[src/rtl/floppy_track_loader.sv]
// Track loader: streams whole NIB tracks between the SD image and the drive track RAM,
// writing a modified track back before the next track is read and stalling the CPU meanwhile.
`timescale 1ns/1ps

module floppy_track_loader #(
    parameter int unsigned SECTORS_PER_TRACK = 13,
    parameter int unsigned TRACK_BITS        = 6
) (
    input  logic                  clk_sys,
    input  logic                  reset,
    input  logic [TRACK_BITS-1:0] track,
    input  logic                  track_dirty,
    input  logic                  img_mounted,
    input  logic                  img_readonly,
    input  logic [63:0]           img_size,
    output logic [31:0]           sd_lba,
    output logic                  sd_rd,
    output logic                  sd_wr,
    input  logic                  sd_ack,
    output logic [3:0]            track_sec,
    output logic                  cpu_wait,
    output logic                  busy
);

    typedef enum logic [1:0] {StIdle, StWb, StRd, StAbort} state_e;

    state_e                  state_q, state_d;
    logic [TRACK_BITS-1:0]   cur_track_q, cur_track_d;
    logic                    dirty_q, dirty_d;
    logic                    reload_q, reload_d;
    logic [31:0]             sd_lba_q, sd_lba_d;
    logic                    sd_rd_q, sd_rd_d;
    logic                    sd_wr_q, sd_wr_d;
    logic [3:0]              track_sec_q, track_sec_d;
    logic                    cpu_wait_q, cpu_wait_d;
    logic                    old_ack_q;

    logic ack_rise, ack_fall, last_sec, start_rd;

    function automatic logic [31:0] track_lba(input logic [TRACK_BITS-1:0] t);
        return 32'(SECTORS_PER_TRACK) * 32'(t);
    endfunction

    assign ack_rise = ~old_ack_q & sd_ack;
    assign ack_fall = old_ack_q & ~sd_ack;
    assign last_sec = (track_sec_q == 4'(SECTORS_PER_TRACK - 1));

    always_comb begin
        state_d     = state_q;
        cur_track_d = cur_track_q;
        dirty_d     = dirty_q;
        reload_d    = reload_q;
        sd_lba_d    = sd_lba_q;
        sd_rd_d     = sd_rd_q;
        sd_wr_d     = sd_wr_q;
        track_sec_d = track_sec_q;
        cpu_wait_d  = cpu_wait_q;
        start_rd    = 1'b0;

        unique case (state_q)
            StIdle: begin
                // A mount pulse only arms the reload; it starts once the pulse is gone.
                if (!img_mounted) begin
                    if (img_size == 64'd0) begin
                        cur_track_d = track;
                        reload_d    = 1'b0;
                    end else if (dirty_q && !img_readonly && (track != cur_track_q)) begin
                        state_d     = StWb;
                        sd_lba_d    = track_lba(cur_track_q);
                        track_sec_d = 4'd0;
                        sd_wr_d     = 1'b1;
                        cpu_wait_d  = 1'b1;
                        dirty_d     = 1'b0;
                    end else if ((track != cur_track_q) || reload_q) begin
                        start_rd = 1'b1;
                        if (track != cur_track_q) dirty_d = 1'b0;
                    end
                end
            end
            StWb, StRd: begin
                if (img_mounted) begin
                    sd_rd_d = 1'b0;
                    sd_wr_d = 1'b0;
                    if (sd_ack) begin
                        state_d = StAbort;
                    end else begin
                        state_d    = StIdle;
                        cpu_wait_d = 1'b0;
                    end
                end else if (ack_rise && last_sec) begin
                    sd_rd_d = 1'b0;
                    sd_wr_d = 1'b0;
                end else if (ack_fall) begin
                    if (sd_rd_q || sd_wr_q) begin
                        track_sec_d = track_sec_q + 4'd1;
                        sd_lba_d    = sd_lba_q + 32'd1;
                    end else if (state_q == StWb) begin
                        start_rd = 1'b1;
                    end else begin
                        state_d    = StIdle;
                        cpu_wait_d = 1'b0;
                    end
                end
            end
            StAbort: begin
                // hps_io must finish the sector it is acking before anything new starts.
                if (ack_fall) begin
                    if (!img_mounted && (img_size != 64'd0)) begin
                        start_rd = 1'b1;
                    end else begin
                        state_d    = StIdle;
                        cpu_wait_d = 1'b0;
                    end
                end
            end
            default: state_d = StIdle;
        endcase

        if (start_rd) begin
            state_d     = StRd;
            cur_track_d = track;
            reload_d    = 1'b0;
            sd_lba_d    = track_lba(track);
            track_sec_d = 4'd0;
            sd_rd_d     = 1'b1;
            sd_wr_d     = 1'b0;
            cpu_wait_d  = 1'b1;
        end

        if (track_dirty) dirty_d = 1'b1;
        // A new image invalidates whatever the drive wrote to the old one.
        if (img_mounted) begin
            dirty_d  = 1'b0;
            reload_d = 1'b1;
        end
    end

    always_ff @(posedge clk_sys or posedge reset) begin
        if (reset) begin
            state_q     <= StIdle;
            cur_track_q <= '0;
            dirty_q     <= 1'b0;
            reload_q    <= 1'b1;
            sd_lba_q    <= 32'd0;
            sd_rd_q     <= 1'b0;
            sd_wr_q     <= 1'b0;
            track_sec_q <= 4'd0;
            cpu_wait_q  <= 1'b0;
            old_ack_q   <= 1'b0;
        end else begin
            state_q     <= state_d;
            cur_track_q <= cur_track_d;
            dirty_q     <= dirty_d;
            reload_q    <= reload_d;
            sd_lba_q    <= sd_lba_d;
            sd_rd_q     <= sd_rd_d;
            sd_wr_q     <= sd_wr_d;
            track_sec_q <= track_sec_d;
            cpu_wait_q  <= cpu_wait_d;
            old_ack_q   <= sd_ack;
        end
    end

    assign sd_lba    = sd_lba_q;
    assign sd_rd     = sd_rd_q;
    assign sd_wr     = sd_wr_q;
    assign track_sec = track_sec_q;
    assign cpu_wait  = cpu_wait_q;
    assign busy      = (state_q != StIdle);

endmodule

[config.mk]
export PLATFORM = sky130hd
export DESIGN_NAME = floppy_track_loader
export DESIGN_NICKNAME = d
export VERILOG_FILES = /design/src/rtl/floppy_track_loader.sv
export SDC_FILE = /design/constraint.sdc
export NUM_CORES = 1
export LEC_CHECK = 0
export CAP_MARGIN = 40
export CORE_MARGIN = 3
export CORE_UTILIZATION = 46
export CTS_BUF_LIST = sky130_fd_sc_hd__clkbuf_8
export CTS_CLUSTER_DIAMETER = 30
export CTS_CLUSTER_SIZE = 20
export DETAILED_ROUTE_END_ITERATION = 6
export PLACE_DENSITY = 0.84
export RECOVER_POWER = 100
export REMOVE_ABC_BUFFERS = 1
export SLEW_MARGIN = 20
export SYNTH_ARGS = -nofsm -noshare
export SYNTH_HDL_FRONTEND = slang
export SYNTH_SLANG_ARGS = --single-unit
[constraint.sdc]
create_clock -name clk_sys -period 2.8 [get_ports clk_sys]
set_input_delay 0.42 -clock clk_sys [delete_from_list [all_inputs] [get_ports clk_sys]]
set_output_delay 0.42 -clock clk_sys [all_outputs]
set_load 0.005 [all_outputs]
==> results by group <==
Status
  – Status: complete, but fails checks
  – Failing checks: setup timing

Global routing
  – Largest net degree at the start of global routing: 51
  – GRT busiest layer: met2
  – Global-route wire length before repair: 20990 µm
  – Met1 GRT Util: 31.46%
  – M3 GR Usage: 4.369%
  – GRT Overall Usage: 24.94%
  – Initial antenna violation count: 0
  – Met2 usage: 43.31%
  – GRT overflow: 0
  – Vias in the first global route: 4558

STA
  – Setup violators final: 7
  – Slew Viols, Final: 0
  – Hold Violations, Final: 0
  – RSZ-0062 raised after global routing: yes
  – Minimum clock period after layout: 2846 ps
  – Fmax: 0.3513 GHz
  – Slew Limit Headroom: 14.00%
  – Worst-Margin Slew: 1290 ps
  – Sum of negative setup slack: -117.0 ps
  – Final Cycle Share: 101.7%
  – Clk_skew: 14.07 ps
  – Setup slack after layout: -46.22 ps

Critical path
  – Startpoint Class: input pin
  – CP Class: input pin to register
  – Crit path cell chain: clkdlybuf4s50_1 > nor4_2 > nand4_1 > nor4_1 > buf_4 > o22ai_1 > buf_4 > nor2_1 > buf_4 > mux2i_1 > o21ai_0
  – Worst reg2reg path depth: 13
  – Reg-to-reg startpoint: cur_track_q[2]$_DFFE_PP0P_
  – Max incr delay on CP: 450 ps
  – Crit path to: sd_lba[4]$_DFFE_PP0P_
  – Most used cell, CP: buf_4
  – Setup crit start: img_size[21]
  – Critical Path Fanout Max: 5
  – Slowest CP cell: clkdlybuf4s50_1
  – Flop-to-flop setup slack: -20 ps
  – Critical Path AT: 3020 ps
  – Critical Path RT: 2970 ps
  – Reg2reg end: sd_lba[8]$_DFFE_PP0P_
  – Crit path capture type: register

Floorplanning
  – Die Span X: 102.0 µm
  – Core footprint: 0.008848 mm²
  – # IOs: 116
  – Initial Util: 47.86%
  – Rows: 34
  – Die height: 102.0 µm
  – Area of the die: 0.01039 mm²

Clock network
  – Max H-tree Level: 2
  – Cts hold-fix bufs: 0
  – CTS Root Cell: clkbuf_8
  – Clk sinks: 50
  – Reg clk slew, reported paths: 110 ps
  – Clk_lat worst skew: 320 ps
  – CTS tree: built
  – Deepest clock path buffer count: 2
  – TritonCTS Buffers: 5

Synth
  – Synth area leaders: dfrtp_1 (29%), ha_1 (11%), mux2i_1 (5.2%)
  – Compound-gate portion of the synthesized area: 17.96%
  – Yosys warns: 0
  – Yosys cell types: 59
  – Multiplexer share of the synthesized area: 6.795%
  – Main combinational cell family by area after synthesis: simple AND/OR/NAND/NOR gates
  – Synth Area in Adders: 14.06%
  – Xor/xnor cell area share of the yosys netlist: 4.549%
  – Ys flop type: dfrtp_1
  – Post-synth top area cell: dfrtp_1
  – Syn Inst Count: 486
  – Syn Area/Cell: 8.715 µm²
  – Yosys reg bits: 50
  – Simple-gate share of the synthesized area: 19.85%
  – Post-synth top area share: 28.95%
  – Seq/Total Area, Yosys: 29.57%
  – Async set or reset register ratio after synthesis: 100.0%
  – Post-Syn Area: 0.004235 mm²
  – Post-synth EDFFs: 0

Route
  – Initial detailed-routing violation count: 531
  – Detailed Routing Iterations Pass 1: 6
  – Total Wirelength: 15460 µm
  – Vias: 4794
  – Routed len/inst: 19.89 µm
  – Routed Antenna Nets: 0
  – DR vias/cell: 6.170
  – Post-route DRC: 0

Placed design
  – IO buf count: 115
  – Hpwl dp: 9912 µm
  – Final Wtd Congestion: 0.8700

Power
  – P_leak: 3.247 nW
  – Final Power: 6.745 mW
  – Peak VDD IR: 0.6869 mV
  – Pwr Density: 1030 mW/mm²

Min path
  – Worst Hold Depth: 1
  – Hold Path Class: register to register

Final layout
  – Area Growth Syn to Fin: 54.59%
  – Post-layout util: 74.00%
  – Fin nets: 788
  – # fillers: 559
  – FF/Latch Area: 0.001252 mm²
  – Antenna diode count: 0
  – Multi-input logic area: 0.002962 mm²
  – Layout cells sized above 1: 21.38%

Run
  – Max Cap Viol: 0
==> synth_stat cells (6+ instances only) <==
cell type	n
inv_1	47
ha_1	38
o21ai_0	33
xnor2_1	14
nand4_1	16
xor2_1	8
a21oi_1	22
dfrtp_1	49
mux2i_1	22
nor2_1	20
fa_1	6
clkbuf_1	11
nor4_1	20
nand3_1	23
o22ai_1	8
a211oi_1	24
nand2_1	33
==> how the worst min path moves through the flow <==
stage / startpoint / to / slack [ps]
after floorplan: sd_ack / old_ack_q$_DFF_PP0_ / 450
after global placement: sd_lba[31]$_DFFE_PP0P_ / sd_lba[31]$_DFFE_PP0P_ / 480
after detailed placement: sd_lba[31]$_DFFE_PP0P_ / sd_lba[31]$_DFFE_PP0P_ / 480
after CTS: sd_lba[31]$_DFFE_PP0P_ / sd_lba[31]$_DFFE_PP0P_ / 500
after global routing: sd_lba[31]$_DFFE_PP0P_ / sd_lba[31]$_DFFE_PP0P_ / 500
final: sd_lba[31]$_DFFE_PP0P_ / sd_lba[31]$_DFFE_PP0P_ / 490
==> per-stage QoR <==
stage	std cells	cell area, µm²	hold WS, ps	setup WS, ps
finish	777	6548	490.2	-46.22
global route	777	6548	503.4	-187.6
CTS	775	6203	495.3	-17.53
detailed placement	764	5998	480.6	-601.2
global placement	764	5998	477.5	-513.1
floorplan	464	4114	451.4	-1691
==> layout make-up <==
cell class                      count  share of cell area [%]
Clock buffer                        6                   1.261
Sequential cell                    50                   19.13
Inverter                           49                   2.809
Timing Repair Buffer              197                   28.91
Tap cell                          108                   2.064
Multi-Input combinational cell    365                   45.23
Clock inverter                      2                  0.5924
==> state kept, by name, summed over array words and instances, names as in the netlist <==
name / cells
track_sec: 4
cpu_wait: 1
sd_wr: 1
cur_track_q: 6
dirty_q: 1
old_ack_q: 1
reload_q: 1
state_q: 2
sd_lba: 32
sd_rd: 1
==> power by group <==
| group | switching [mW] | leakage (nW) | internal (mW) |
|---|---|---|---|
| combinational | 2.71 | 2.53 | 2.39 |
| clock | 0.291 | 0.0618 | 0.295 |
| sequential | 0.156 | 0.652 | 0.909 |
==> metal layers <==
layer,part of all wire (%),vias to the layer above
li1,-,2142
met2,51,320
met1,36,2252
met4,4.6,0
met5,0,-
met3,8.0,80
==> critical path, delay by kind of cell <==
family,cells,cell delay [ps]
mux,1,220
simple gates,4,950
buf+inv,4,1070
compound gates,2,360
==> cells by family (layout without fill, tap and decap cells) <==
logic type	count (synthesis)	after routing
AND/OR/NAND/NOR	152	152
AO/OA/AOI/OAI	119	119
buffers and inverters	71	254
flip-flops	50	50
adder cells (fa/ha/maj)	44	44
multiplexers	28	28
XOR/XNOR	22	22
==> cells in the final DEF, fill, tap and decap left out, types with 4 or more instances in the layout <==
| cell type | n |
|---|---|
| xor2_1 | 8 |
| o21ai_0 | 30 |
| xnor2_1 | 14 |
| dlygate4sd3_1 | 39 |
| inv_1 | 44 |
| mux2_2 | 5 |
| ha_1 | 29 |
| and3_1 | 5 |
| o22ai_1 | 8 |
| a211oi_1 | 24 |
| and2_1 | 5 |
| a21oi_1 | 15 |
| clkbuf_8 | 6 |
| nand4_1 | 16 |
| nor4_2 | 16 |
| dfrtp_1 | 49 |
| mux2i_1 | 22 |
| clkdlybuf4s50_1 | 25 |
| nand3_1 | 23 |
| o211ai_1 | 5 |
| dlymetal6s2s_1 | 50 |
| ha_4 | 9 |
| o21bai_1 | 4 |
| buf_6 | 5 |
| fa_1 | 4 |
| a21oi_2 | 7 |
| nor4_1 | 4 |
| buf_4 | 72 |
| nor2_1 | 20 |
| a21o_1 | 5 |
| nand2_1 | 32 |
==> timing repair <==
item | 4_1_cts | 5_1_grt
endpoints found under the hold margin | 0 | 0
gates cloned | 0 | 0
resized for setup | 18 | 87
endpoints found under the setup margin | 20 | 41
pin swaps | 18 | 46
setup buffers | 3 | 2
(Power assumes the default switching activity.)
